$ cat src/rtl/uart_tx_serializer.sv
// uart_tx_serializer
//   Consumer side of the response TX FIFO. Pops one byte at a time and sends it on the
//   UART line as 8N1, LSB first. Transmission is gated by a synchronized CTS. When the
//   FIFO stays non-empty, frames follow each other with no idle cycles between them.
//
// Parameters
//   CLK_FREQ_HZ  clk frequency in Hz
//   BAUD_RATE    line rate in bit/s
//
// Ports
//   clk         in   clock
//   rst         in   synchronous, active-high reset
//   fifo_data   in   [7:0] FIFO head byte (first-word-fall-through)
//   fifo_empty  in   FIFO empty flag
//   fifo_rd_en  out  pop strobe, combinational, one cycle per byte
//   cts_n       in   clear-to-send, active-low, asynchronous
//   uart_tx     out  serial line, registered, idles high
//   tx_busy     out  high while start, data or stop bit is on the line
//   tx_done     out  one-cycle pulse in the last clk of each stop bit
module uart_tx_serializer #(
    parameter int unsigned CLK_FREQ_HZ = 125_000_000,
    parameter int unsigned BAUD_RATE   = 115200
) (
    input  logic       clk,
    input  logic       rst,
    input  logic [7:0] fifo_data,
    input  logic       fifo_empty,
    output logic       fifo_rd_en,
    input  logic       cts_n,
    output logic       uart_tx,
    output logic       tx_busy,
    output logic       tx_done
);

    localparam int unsigned DIV   = (CLK_FREQ_HZ + BAUD_RATE / 2) / BAUD_RATE;
    localparam int unsigned CNT_W = (DIV < 2) ? 1 : $clog2(DIV);
    localparam logic [CNT_W-1:0] BAUD_LAST = CNT_W'(DIV - 1);

    generate
        if (DIV < 2) begin : g_div_check
            $error("uart_tx_serializer: clock/baud ratio must be at least 2");
        end
    endgenerate

    typedef enum logic [1:0] {StIdle, StStart, StData, StStop} state_e;

    state_e           state_q, state_d;
    logic [CNT_W-1:0] baud_cnt_q, baud_cnt_d;
    logic [2:0]       bit_idx_q, bit_idx_d;
    logic [7:0]       shift_q, shift_d;
    logic             uart_tx_q, uart_tx_d;
    logic             cts_meta_q, cts_sync_q;

    logic cts_ok;
    logic last_tick;
    logic load_ok;

    always_ff @(posedge clk) begin
        if (rst) begin
            state_q    <= StIdle;
            baud_cnt_q <= '0;
            bit_idx_q  <= '0;
            shift_q    <= '0;
            uart_tx_q  <= 1'b1;
            // Synchronizer resets to "not clear to send".
            cts_meta_q <= 1'b1;
            cts_sync_q <= 1'b1;
        end else begin
            state_q    <= state_d;
            baud_cnt_q <= baud_cnt_d;
            bit_idx_q  <= bit_idx_d;
            shift_q    <= shift_d;
            uart_tx_q  <= uart_tx_d;
            cts_meta_q <= cts_n;
            cts_sync_q <= cts_meta_q;
        end
    end

    always_comb begin
        cts_ok     = ~cts_sync_q;
        last_tick  = (baud_cnt_q == BAUD_LAST);
        load_ok    = ~fifo_empty & cts_ok;

        state_d    = state_q;
        baud_cnt_d = last_tick ? '0 : baud_cnt_q + 1'b1;
        bit_idx_d  = bit_idx_q;
        shift_d    = shift_q;
        fifo_rd_en = 1'b0;
        tx_done    = 1'b0;

        unique case (state_q)
            StIdle: begin
                baud_cnt_d = '0;
                if (load_ok) begin
                    fifo_rd_en = 1'b1;
                    shift_d    = fifo_data;
                    state_d    = StStart;
                end
            end
            StStart: begin
                if (last_tick) begin
                    bit_idx_d = '0;
                    state_d   = StData;
                end
            end
            StData: begin
                if (last_tick) begin
                    if (bit_idx_q == 3'd7) begin
                        state_d = StStop;
                    end else begin
                        bit_idx_d = bit_idx_q + 3'd1;
                    end
                end
            end
            StStop: begin
                if (last_tick) begin
                    tx_done = 1'b1;
                    // Reload here so the next start bit follows with no idle gap.
                    if (load_ok) begin
                        fifo_rd_en = 1'b1;
                        shift_d    = fifo_data;
                        state_d    = StStart;
                    end else begin
                        state_d = StIdle;
                    end
                end
            end
            default: state_d = StIdle;
        endcase

        // The line register follows the next state so uart_tx is aligned with state_q.
        unique case (state_d)
            StStart: uart_tx_d = 1'b0;
            StData:  uart_tx_d = shift_d[bit_idx_d];
            default: uart_tx_d = 1'b1;
        endcase

        if (rst) begin
            fifo_rd_en = 1'b0;
            tx_done    = 1'b0;
        end
    end

    assign uart_tx = uart_tx_q;
    assign tx_busy = (state_q != StIdle);

endmodule
$ cat config.mk
export PLATFORM = sky130hd
export DESIGN_NAME = uart_tx_serializer
export DESIGN_NICKNAME = d
export VERILOG_FILES = /design/src/rtl/uart_tx_serializer.sv
export SDC_FILE = /design/constraint.sdc
export NUM_CORES = 1
export LEC_CHECK = 0
export BUFFER_PORTS_ARGS = -buffer_cell sky130_fd_sc_hd__buf_2
export CAP_MARGIN = 20
export CORE_MARGIN = 4
export CORE_UTILIZATION = 35
export CTS_CLUSTER_DIAMETER = 50
export CTS_CLUSTER_SIZE = 10
export DETAILED_ROUTE_END_ITERATION = 7
export PLACE_DENSITY = 0.51
export RECOVER_POWER = 25
export SYNTH_ARGS = -nofsm -noshare
export SYNTH_HDL_FRONTEND = slang
export SYNTH_SLANG_ARGS = --single-unit
$ cat constraint.sdc
create_clock -name clk -period 2.3 [get_ports clk]
set_input_delay 0.345 -clock clk [delete_from_list [all_inputs] [get_ports clk]]
set_output_delay 0.345 -clock clk [all_outputs]
set_load 0.01 [all_outputs]
==> flow_summary.toml <==
[floorplanning]
die_w_um = 70.3
core_region_area_um2 = 3720
die_area_um2 = 4940
placementRows = 22
start_util_pct = 36.5
die_h_um = 70.3
io_pins = 16

[sta]
max_freq_ghz = 0.457
worst_slack_ns = 0.111
rsz0062_at_grt = "yes"
final.setup.tns_ns = 0
finalCriticalPeriod_ns = 2.19
worstMarginPinSlew_ns = 0.506
hold_viol = 0
fin_skew_ns = 0.00497
period_share_pct = 95.2
setup_viol = 0
slew_viol_final = 0
slew-limit-headroom_pct = 66.0

[layout]
fin_nets = 198
diodes = 0
fin_cells = 226
nFillCells = 362
drive_gt1_share_pct = 33.7
register_area_um2 = 548
multi_input_area_um2 = 835
area_growth_pct = 25.9

[routing]
drc = 0
viasPerCell = 4.99
drt_iter0_markers = 36
first_pass_iters = 4
ant_nets = 0
wl_per_cell_um = 12.7
wl_mm = 2.87
route.vias.total = 1127

[yosys]
netlist_area_um2 = 1360
synth.avg_cell_area_um2 = 9.11
yosysWarnings = 0
synth_fa_ha_area_share_pct = 6.45
synth-main-ff-cell = "dfxtp_1"
yosys.area.top_type = "dfxtp_1"
yosys.area_share.simple_pct = 22.4
synth_edf_count = 0
synth_xor_area_share_pct = 5.16
synth.area.mux_share_pct = 4.42
synth_seq_cells = 27
async_flop_share_pct = 0
synth_nets = 168
postSynthCellCount = 149
synth_area_leaders = "dfxtp_1 40%, nor2_1 7.5%, ha_1 6.5%"
synth_cell_types = 38
yosysTopAreaCellShare_pct = 39.8
ys_top_cells_by_count = "27 x dfxtp_1, 27 x nor2_1, 9 x a22oi_1, 9 x inv_1"
synth_top_family_by_area = "simple AND/OR/NAND/NOR gates"
ys_seq_area_share_pct = 39.8
synth_compound_area_share_pct = 18.1

[critical_path]
critPathCaptureType = "output pin"
crit_type = "flip-flop to output pin"
crit_path_max_incr_delay_ns = 0.33
critPathMaxFanout = 4
worstSetupStartpointType = "flip-flop"
timing.critical_path.cells = "inv_1 > ha_4 > nor3_2 > buf_4 > a21boi_4 > nor2b_4 > buf_2"
cp.arrival_ns = 1.84
crit_buf_inv = 3
cp_slowest_cell = "dfxtp_2"
cp.required_ns = 1.96
cp_top_family = "buffers and inverters"

[clocking]
clockBufferDepth = 2
clk_pin_slew_ns = 0.09
root_buffer = "clkbuf_8"
clk_latency_ns = 0.27
numCtsBuffers = 3
cts_tree = "built"
cts_sinks = 27
cts-htree-levels = 1

[power]
switching_share_pct = 37.4
p_clk_share_pct = 19.8
powerDensity_nw_per_um2 = 819
switching_power_mw = 0.523
p_seq_share_pct = 37.3
leakage_nw = 0.658
combPwrFrac_pct = 42.8
ir_worst_vdd_v = 0.000297
p_int_mw = 0.876

[global_routing]
use_met3_pct = 2.16
busiest_layer = "met2"
grt_use_met1_pct = 15.5
antenna_found_initial = 0
grt_max_degree = 21
grt_pass1_vias = 1091
track_usage_pct = 11.9
grt.overflow.total = 0
grt_pass1_wl_mm = 4.90
met2_usage_pct = 20.2

[placement]
port_buffers = 15
gp_congestion = 0.929
dp_cells = 220
hpwlAfterDp_mm = 2.15
dp_slack_ns = 0.0112

[flow_run]
maxCapViolations = 0

[run_status]
status = "finished clean"

[hold_path]
min_path_type = "input pin to flip-flop"
==> stage by stage <==
stage	hold slack, ns	instance area (um^2)	power, mW	util (%)
after floorplan	0.389	1360	0.872	-
after global placement	0.398	1570	1.05	42.3
after detailed placement	0.399	1570	1.06	42.3
after CTS	0.247	1630	1.35	43.7
after global routing	0.251	1710	1.50	46.0
final	0.251	1710	1.40	46.0
==> flip-flops by register name (all words and copies together) (netlist names) <==
| name | cells |
|---|---|
| cts_sync_q | 1 |
| uart_tx | 1 |
| state_q | 2 |
| cts_meta_q | 1 |
| shift_q | 8 |
| bit_idx_q | 3 |
| baud_cnt_q | 11 |
==> cell families after synthesis <==
family	Yosys count
and+or+nand+nor	59
AOI/OAI and AO/OA	29
DFF	27
buffers and inverters	13
xor gates and xnor gates	8
adders and majority gates	7
muxes	6
==> cell usage in the layout (no fill, tap or decap), types with 2 or more instances in the layout <==
cell type / netlist / layout
nor2_1: 27 / 27
dfxtp_1: 27 / 21
buf_2: 1 / 15
buf_4: 0 / 13
inv_1: 9 / 9
nand2_1: 7 / 7
a22oi_1: 9 / 7
ha_1: 7 / 6
dfxtp_2: 0 / 6
nand3_1: 5 / 5
xor2_1: 5 / 5
mux2i_1: 6 / 4
a22oi_2: 2 / 4
nand4_1: 3 / 3
xnor2_1: 3 / 3
o21ai_0: 3 / 3
nand3b_1: 3 / 3
clkbuf_8: 0 / 3
nor2b_1: 3 / 2
or3_1: 2 / 2
nor3_1: 3 / 2
a21oi_1: 2 / 2
mux2i_2: 0 / 2
or2_2: 2 / 2
==> worst register-to-register path, delay by kind of cell (launching register included) <==
kind                     cells  cell delay, ns
AO/OA/AOI/OAI                4            0.92
adder cells (fa/ha/maj)      1            0.19
buffers and inverters        2            0.21
flip-flops                   1            0.34
AND/OR/NAND/NOR              3            0.39
==> cell type report <==
| class | count | share of cell area (%) |
|---|---|---|
| multi-input combinational | 109 | 48.8 |
| sequential | 27 | 32.1 |
| timing repair buffer | 29 | 10.8 |
| tap | 48 | 3.51 |
| clock buffer | 3 | 2.42 |
| inverter | 9 | 1.98 |
| clock inverter | 1 | 0.439 |
==> power groups by stage <==
stage               Clock, mW  Sequential, mW  Combinational (mW)
floorplan                   0           0.537               0.334
global placement            0           0.527               0.526
detailed placement          0           0.528               0.533
CTS                     0.291           0.517               0.546
finish                  0.277           0.523               0.600
global route            0.304           0.528               0.673
==> layer usage <==
layer	wire length (um)	part of all wire, %
met1	1280	45
met4	0	0
met2	1450	50
met5	0	0
met3	138	4.8
==> path summary, 6_finish.rpt <==
kind,slack [ns],endpoint,startpoint,cells after the start
worst max-delay path,0.11,fifo_rd_en,state_q[1]$_SDFF_PP0_,7
worst min-delay path,0.25,cts_meta_q$_SDFF_PP1_,cts_n,2
worst min register to register,0.42,cts_sync_q$_SDFF_PP1_,cts_meta_q$_SDFF_PP1_,1
worst max register to register,0.11,uart_tx$_SDFF_PP1_,baud_cnt_q[0]$_SDFF_PP0_,10
==> repair_timing <==
item,CTS,global route
hold buffers,0,0
setup buffers,0,2
endpoints found under the setup margin,1,2
gates cloned,0,0
gates resized for setup,1,18
pin swaps,2,8
Note: power is estimated with default switching activity, not from simulation.
